### config.mk
export PLATFORM = sky130hd
export DESIGN_NAME = io_pmp_burst_check
export DESIGN_NICKNAME = d
export VERILOG_FILES = /design/src/rtl/io_pmp_burst_check.sv
export SDC_FILE = /design/constraint.sdc
export NUM_CORES = 2
export LEC_CHECK = 0
export BUFFER_PORTS_ARGS = -buffer_cell sky130_fd_sc_hd__buf_2
export CORE_ASPECT_RATIO = 1.75
export CORE_MARGIN = 3
export CORE_UTILIZATION = 36
export DETAILED_ROUTE_END_ITERATION = 10
export PLACE_DENSITY = 0.67
export SLEW_MARGIN = 0
export SYNTH_ARGS = -nofsm -noshare
export SYNTH_HDL_FRONTEND = slang
export SYNTH_HIERARCHICAL = 1
export SYNTH_SLANG_ARGS = --single-unit
### constraint.sdc
create_clock -name clk_i -period 33.2 [get_ports clk_i]
set_clock_uncertainty 0.1 [all_clocks]
set_input_delay 4.98 -clock clk_i [delete_from_list [all_inputs] [get_ports clk_i]]
set_output_delay 4.98 -clock clk_i [all_outputs]
set_load 0.05 [all_outputs]
### src/rtl/io_pmp_burst_check.sv
// Sequential IO-PMP checker for AXI bursts: one descriptor in, scan PMP entries
// lowest index first checking the burst's first and last byte, allow/deny out.

module pmp_entry #(
  parameter int unsigned PLEN           = 56,
  parameter int unsigned PMP_LEN        = 54,
  parameter int unsigned PMPGranularity = 0
) (
  input  logic [PLEN-1:0]    addr_i,
  input  logic [PMP_LEN-1:0] conf_addr_i,
  input  logic [PMP_LEN-1:0] conf_addr_prev_i,
  input  logic [1:0]         conf_addr_mode_i,
  output logic               match_o
);
  localparam int unsigned AW   = (PMP_LEN + 2 > PLEN) ? PMP_LEN + 2 : PLEN;
  localparam int unsigned NLOW = (PMPGranularity < 2) ? 2 : PMPGranularity + 1;
  localparam logic [AW-1:0] TOR_MASK  = ~((AW'(1) << (PMPGranularity + 2)) - AW'(1));
  localparam logic [AW-1:0] NAPOT_LOW = (AW'(1) << NLOW) - AW'(1);

  logic [AW-1:0] a;
  logic [AW-1:0] base;
  logic [AW-1:0] prev;
  logic [AW-1:0] napot;
  logic [AW-1:0] napot_care;

  // Address-range match for the selected mode; x^(x+1) exposes the NAPOT size bits.
  always_comb begin
    a          = AW'(addr_i);
    base       = AW'({conf_addr_i, 2'b00});
    prev       = AW'({conf_addr_prev_i, 2'b00});
    napot      = base | NAPOT_LOW;
    napot_care = ~(napot ^ (napot + AW'(1)));
    case (conf_addr_mode_i)
      2'b01: match_o = (a >= (prev & TOR_MASK)) && (a < (base & TOR_MASK));
      2'b10: begin
        if (PMPGranularity == 0) begin
          match_o = (a[AW-1:2] == base[AW-1:2]);
        end else begin
          match_o = 1'b0;
        end
      end
      2'b11: match_o = (((a ^ napot) & napot_care) == '0);
      default: match_o = 1'b0;
    endcase
  end
endmodule

module io_pmp_burst_check #(
  parameter int unsigned PLEN           = 56,
  parameter int unsigned PMP_LEN        = 54,
  parameter int unsigned NR_ENTRIES     = 16,
  parameter int unsigned PMPGranularity = 0
) (
  input  logic                                  clk_i,
  input  logic                                  rst_i,
  input  logic                                  req_valid_i,
  output logic                                  req_ready_o,
  input  logic [PLEN-1:0]                       req_addr_i,
  input  logic [7:0]                            req_len_i,
  input  logic [2:0]                            req_size_i,
  input  logic [1:0]                            req_burst_i,
  input  logic                                  req_write_i,
  input  logic [1:0]                            priv_lvl_i,
  input  logic [NR_ENTRIES-1:0][PMP_LEN-1:0]    conf_addr_i,
  input  logic [NR_ENTRIES-1:0][7:0]            conf_i,
  output logic                                  rsp_valid_o,
  input  logic                                  rsp_ready_i,
  output logic                                  rsp_allow_o,
  output logic                                  rsp_hit_o,
  output logic [$clog2(NR_ENTRIES)-1:0]         rsp_entry_o
);
  localparam int unsigned IW = $clog2(NR_ENTRIES);

  localparam logic [1:0] IDLE = 2'd0;
  localparam logic [1:0] CALC = 2'd1;
  localparam logic [1:0] SCAN = 2'd2;
  localparam logic [1:0] RESP = 2'd3;

  logic [1:0]                         state;
  logic [IW-1:0]                      idx;
  logic [PLEN-1:0]                    addr;
  logic [7:0]                         len;
  logic [2:0]                         size;
  logic [1:0]                         burst;
  logic                               write;
  logic [1:0]                         priv;
  logic [NR_ENTRIES-1:0][PMP_LEN-1:0] cfg_addr;
  logic [NR_ENTRIES-1:0][4:0]         cfg;        // {L, A[1:0], W, R}
  logic [PLEN-1:0]                    first_addr;
  logic [PLEN-1:0]                    last_addr;

  logic [15:0]      bytes;
  logic [15:0]      beat;
  logic [PLEN:0]    addr_ext;
  logic [PLEN:0]    beat_mask;
  logic [PLEN:0]    last_sum;
  logic [PLEN-1:0]  first_calc;
  logic             bad_burst;
  logic             calc_abort;

  logic [PMP_LEN-1:0] ent_addr;
  logic [PMP_LEN-1:0] ent_prev;
  logic [4:0]         ent_cfg;
  logic               ent_allow;
  logic               match_first;
  logic               match_last;
  logic               unused_cfg;

  assign unused_cfg = ^(conf_i & {NR_ENTRIES{8'b0110_0100}});

  // Burst footprint; last_sum carries one extra bit to catch wrap past the top of memory.
  always_comb begin
    bytes      = ({8'd0, len} + 16'd1) << size;
    beat       = 16'd1 << size;
    addr_ext   = {1'b0, addr};
    beat_mask  = ~((PLEN+1)'(beat) - (PLEN+1)'(1));
    first_calc = addr;
    last_sum   = '0;
    bad_burst  = 1'b0;
    case (burst)
      2'b00: last_sum = (addr_ext & beat_mask) + (PLEN+1)'(beat) - (PLEN+1)'(1);
      2'b01: last_sum = (addr_ext & beat_mask) + (PLEN+1)'(bytes) - (PLEN+1)'(1);
      2'b10: begin
        first_calc = addr & ~(PLEN'(bytes) - PLEN'(1));
        last_sum   = {1'b0, first_calc} + (PLEN+1)'(bytes) - (PLEN+1)'(1);
      end
      default: bad_burst = 1'b1;
    endcase
    calc_abort = bad_burst | last_sum[PLEN];
  end

  // Current entry's view; an unlocked entry never restricts M-mode.
  always_comb begin
    ent_addr = cfg_addr[idx];
    ent_cfg  = cfg[idx];
    if (idx == '0) begin
      ent_prev = '0;
    end else begin
      ent_prev = cfg_addr[idx - IW'(1)];
    end
    if ((priv == 2'b11) && !ent_cfg[4]) begin
      ent_allow = 1'b1;
    end else if (write) begin
      ent_allow = ent_cfg[1];
    end else begin
      ent_allow = ent_cfg[0];
    end
  end

  pmp_entry #(.PLEN(PLEN), .PMP_LEN(PMP_LEN), .PMPGranularity(PMPGranularity)) u_first (
    .addr_i           (first_addr),
    .conf_addr_i      (ent_addr),
    .conf_addr_prev_i (ent_prev),
    .conf_addr_mode_i (ent_cfg[3:2]),
    .match_o          (match_first)
  );

  pmp_entry #(.PLEN(PLEN), .PMP_LEN(PMP_LEN), .PMPGranularity(PMPGranularity)) u_last (
    .addr_i           (last_addr),
    .conf_addr_i      (ent_addr),
    .conf_addr_prev_i (ent_prev),
    .conf_addr_mode_i (ent_cfg[3:2]),
    .match_o          (match_last)
  );

  // Private copy of request and configuration, so later config writes cannot race the scan.
  always_ff @(posedge clk_i) begin
    if ((state == IDLE) && req_valid_i) begin
      addr     <= req_addr_i;
      len      <= req_len_i;
      size     <= req_size_i;
      burst    <= req_burst_i;
      write    <= req_write_i;
      priv     <= priv_lvl_i;
      cfg_addr <= conf_addr_i;
      for (int i = 0; i < NR_ENTRIES; i++) begin
        cfg[i] <= {conf_i[i][7], conf_i[i][4:3], conf_i[i][1:0]};
      end
    end
    if (state == CALC) begin
      first_addr <= first_calc;
      last_addr  <= last_sum[PLEN-1:0];
    end
  end

  // Control FSM and registered response.
  always_ff @(posedge clk_i) begin
    if (rst_i) begin
      state       <= IDLE;
      idx         <= '0;
      req_ready_o <= 1'b1;
      rsp_valid_o <= 1'b0;
      rsp_allow_o <= 1'b0;
      rsp_hit_o   <= 1'b0;
      rsp_entry_o <= '0;
    end else begin
      case (state)
        IDLE: begin
          if (req_valid_i) begin
            state       <= CALC;
            req_ready_o <= 1'b0;
          end
        end
        CALC: begin
          idx <= '0;
          if (calc_abort) begin
            state       <= RESP;
            rsp_valid_o <= 1'b1;
            rsp_allow_o <= 1'b0;
            rsp_hit_o   <= 1'b0;
            rsp_entry_o <= '0;
          end else begin
            state <= SCAN;
          end
        end
        SCAN: begin
          if (match_first || match_last) begin
            state       <= RESP;
            rsp_valid_o <= 1'b1;
            rsp_hit_o   <= 1'b1;
            rsp_entry_o <= idx;
            rsp_allow_o <= match_first && match_last && ent_allow;
          end else if (idx == IW'(NR_ENTRIES - 1)) begin
            state       <= RESP;
            rsp_valid_o <= 1'b1;
            rsp_hit_o   <= 1'b0;
            rsp_entry_o <= '0;
            rsp_allow_o <= (priv == 2'b11);
          end else begin
            idx <= idx + IW'(1);
          end
        end
        RESP: begin
          if (rsp_ready_i) begin
            state       <= IDLE;
            req_ready_o <= 1'b1;
            rsp_valid_o <= 1'b0;
            rsp_allow_o <= 1'b0;
            rsp_hit_o   <= 1'b0;
            rsp_entry_o <= '0;
          end
        end
        default: begin
          state       <= IDLE;
          req_ready_o <= 1'b1;
          rsp_valid_o <= 1'b0;
        end
      endcase
    end
  end
endmodule

==> parameters.txt <==
Parameter                              Value

Outcome
  Outcome ... completed

GRT
  Met3 track demand over resource in global routing ... 0.0558
  Met2 track utilization from global routing ... 0.455
  Global-route congestion overflow total ... 0
  Global-route wire length before repair ... 366 mm
  Overall track demand over capacity in global routing ... 0.272
  Number of antenna violations at the first check in global routing ... 167
  Met1 track demand over resource in global routing ... 0.313
  Most Used Layer, Global Route ... met2
  Via count of the first global-routing pass ... 50,600
  Pin count of the biggest net entering global routing ... 195

Final layout
  Total number of nets in the final design ... between 7,000 and 8,000
  Filler cell count ... about 17,000
  P&R area growth vs syn ... 17.8%
  Layout Cells excl Fill ... 8,354
  Fraction of layout cells with a size suffix above 1 ... 0.313
  Leading cell type in the layout, fill and taps excluded ... sky130_fd_sc_hd__edfxtp_1
  Most used cells in the layout excluding fill and tap cells ... sky130_fd_sc_hd__edfxtp_1, sky130_fd_sc_hd__buf_2, sky130_fd_sc_hd__mux4_2

CTS
  Count of instances resized after the clock tree is built ... 0
  Skew-Pair Late Insertion Delay ... between 700 and 800 ps
  H-tree level count ... 3
  Clock buffer depth ... 3
  CTS buffer count ... 110
  Count of hold buffers inserted by post-cts repair ... 0
  Clk root buf ... sky130_fd_sc_hd__clkbuf_16
  Clock tree from TritonCTS ... built
  Sink Count ... about 1,100
  Clock transition at the register clock pins on the worst setup and hold paths after CTS ... approximately 70 ps
  Post-CTS setup-driven buffer insertion count ... 0

Timing
  Minimum hold slack ... ~390 ps
  Total negative slack for setup checks ... 0 ps
  Highest attainable clock frequency ... between 90 and 100 MHz
  Crit share post-route ... 0.311
  Clock period minus final worst setup slack ... 10,310 ps
  Worst rel slew slack ... 0.130
  Final setup vio count ... 0
  Final count of hold timing violations ... 0
  Number of slew-limit violations in the final report ... 0
  Unrepaired setup endpoints after global routing ... false
  Tightest Pin Transition ... 1300 ps

Synth
  Mean post-synth cell area ... 13.8 um^2
  Register bit total from synthesis ... 1,142
  Post-synthesis cell count ... 4,817
  Fraction of the yosys area taken by sequential cells ... 0.515
  Number of flops mapped to enable cells by yosys ... 1,128
  Netlist area before placement ... roughly 66,000 um^2
  Top FF cell, synth ... sky130_fd_sc_hd__edfxtp_1
  Count of warnings emitted by yosys ... 6
  Distinct cell type count after synthesis ... 110
  Share of flip-flops with an asynchronous set or reset ... 0
  Post-Syn Nets ... roughly 6,300

Worst hold path
  Min-Delay Path Depth ... 2
  Min-Delay Path Class ... flip-flop to flip-flop

Critical path
  Worst R2R Path Depth ... 24
  Most repeated library cell on the critical path ... sky130_fd_sc_hd__buf_4
  Worst Path Arrival ... 10,860 ps
  Maximum single-stage delay on the critical path ... 840 ps
  Worst path required time ... approximately 34,000 ps
  Crit path capture type ... flip-flop
  Maximum net fanout on the critical path ... around 140
  Library cell contributing the largest single delay on the critical path ... sky130_fd_sc_hd__buf_4
  Worst Path Class, Setup ... flip-flop to flip-flop
  Cells along the critical path ... buf_12 -> buf_4 -> buf_4 -> buf_4 -> buf_12 -> mux4_2 -> nor2b_1 -> a211oi_1 -> a211oi_1 -> inv_1 -> ha_1 -> nand4_1 -> nor4_1 -> nand2_1 -> o2111ai_1 -> o31a_1 -> or4_1 -> o211ai_1 -> o211ai_1 -> a311oi_1 -> a21oi_1 -> o31a_1 -> o21ai_4 -> mux2_4
  Startpoint type of the worst setup path ... flip-flop

Die
  Height of the die ... between 500 and 600 um
  Starting utilization of the core area ... 0.363
  Area enclosed by the die boundary ... 189,000 um^2
  Die W ... ~330 um
  Placeable Area ... 182,000 um^2
  Number of I/O pins ... about 1,100
  Cell row count ... 207

Place
  Count of buffers inserted at the top-level ports ... 1,027
  Number of cells in the design after placement ... 8,045
  Final Wtd Congestion ... 1.03
  HPWL after detailed placement ... ~210 mm

Route
  Post-route DRC violation count ... 0
  Vias per Instance ... roughly 5.9
  Detailed router's first-iteration violation count ... ~4,900
  Detail-routed net length per standard cell ... around 32 um
  Number of nets with antenna violations after detailed routing ... 0
  Final wirelength ... around 260 mm
  Overall via count from detail_route ... 49,200
  First-pass detailed-route iteration total ... 5

Power
  P_leak ... a little under 30 nW
  Power per standard cell area ... roughly 76 nW/um^2
  Worst-case vdd ir drop ... around 0.065 mV

Run
  Reported max-cap violation count ... 0
state kept, by name, indices dropped and copies added, names as in the netlist:
name and count:
cfg_addr 864, cfg 80, addr 56, first_addr 56, last_addr 56, len 8, idx 4, rsp_entry_o 4
size 3, burst 2, priv 2, state 2, req_ready_o 1, rsp_allow_o 1, rsp_hit_o 1, rsp_valid_o 1
write 1
per-layer routing:
| metal | routed length [um] | share of wire |
|---|---|---|
| met5 | 443 | 0.0017 |
| met4 | 20100 | 0.076 |
| met3 | 19300 | 0.073 |
| met2 | 130000 | 0.49 |
| met1 | 94200 | 0.36 |
cells in the mapped netlist (58+ instances only):
cell type,n,share of area
sky130_fd_sc_hd__edfxtp_1,1128,0.51
sky130_fd_sc_hd__mux4_2,505,0.17
sky130_fd_sc_hd__inv_1,393,0.022
sky130_fd_sc_hd__ha_1,369,0.070
sky130_fd_sc_hd__a21oi_1,277,0.021
sky130_fd_sc_hd__nand2_1,251,0.014
sky130_fd_sc_hd__clkbuf_1,185,0.010
sky130_fd_sc_hd__nor2_1,149,0.0084
sky130_fd_sc_hd__a211oi_1,126,0.014
sky130_fd_sc_hd__a21o_1,125,0.014
sky130_fd_sc_hd__o21ai_0,125,0.0094
sky130_fd_sc_hd__nand4_1,93,0.0088
sky130_fd_sc_hd__xnor2_1,80,0.011
sky130_fd_sc_hd__nor2b_1,77,0.0073
sky130_fd_sc_hd__mux2i_1,72,0.011
sky130_fd_sc_hd__a31oi_1,63,0.0059
sky130_fd_sc_hd__and2_1,60,0.0057
sky130_fd_sc_hd__nor3_1,58,0.0044
sky130_fd_sc_hd__xor2_1,58,0.0077
area by class of cell:
cell class / instances / area, um^2 / share of cell area
multi-input combinational: 3028 / 29700 / 0.381
sequential: 1142 / 34200 / 0.437
timing repair buffer: 1077 / 5580 / 0.0714
inverter: 395 / 1490 / 0.0191
clock inverter: 81 / 1000 / 0.0128
antenna: 103 / 258 / 0.00330
clock buffer: 125 / 2850 / 0.0365
tap: 2403 / 3010 / 0.0385
stage by stage:
| step | power (mW) | util | area [um^2] | worst slack [ps] |
|---|---|---|---|---|
| final | 5.91 | 0.428 | 78100 | 22890 |
| after global placement | 4.48 | 0.406 | 74000 | 23100 |
| after floorplan | 4.14 | - | 66300 | 7080 |
| after detailed placement | 4.52 | 0.406 | 74000 | 22840 |
| after global routing | 6.19 | 0.428 | 78000 | 22130 |
| after CTS | 5.90 | 0.427 | 77800 | 22820 |
cells by family after synthesis:
group	synth area share
flops	0.515
compound gates	0.102
simple gates	0.0729
buf+inv	0.0371
mux	0.183
fa+ha+maj	0.0706
xor+xnor	0.0182
worst paths after layout:
path,startpoint,end,slack (ps)
setup reg to reg,idx[0]$_SDFFE_PP0P_,rsp_valid_o$_SDFFE_PP0P_,22890
hold reg to reg,rsp_entry_o[2]$_SDFFE_PP0P_,rsp_entry_o[2]$_SDFFE_PP0P_,390
hold / removal,rsp_entry_o[2]$_SDFFE_PP0P_,rsp_entry_o[2]$_SDFFE_PP0P_,390
setup / recovery,idx[0]$_SDFFE_PP0P_,rsp_valid_o$_SDFFE_PP0P_,22890
worst max-delay path: cells and delay by family, from the launching register on:
family                     cells  cell delay (ps)
buffers and inverters          6             3870
adders and majority gates      1              320
AOI/OAI and AO/OA             10             3510
muxes                          2              700
and+or+nand+nor                5             1050
DFF                            1              360
report_power, final:
group / switching [mW] / internal [mW] / total (mW)
registers: 0.224 / 2.06 / 2.28
logic: 1.40 / 0.866 / 2.27
clock network: 0.616 / 0.739 / 1.35
(Power assumes the default switching activity.)
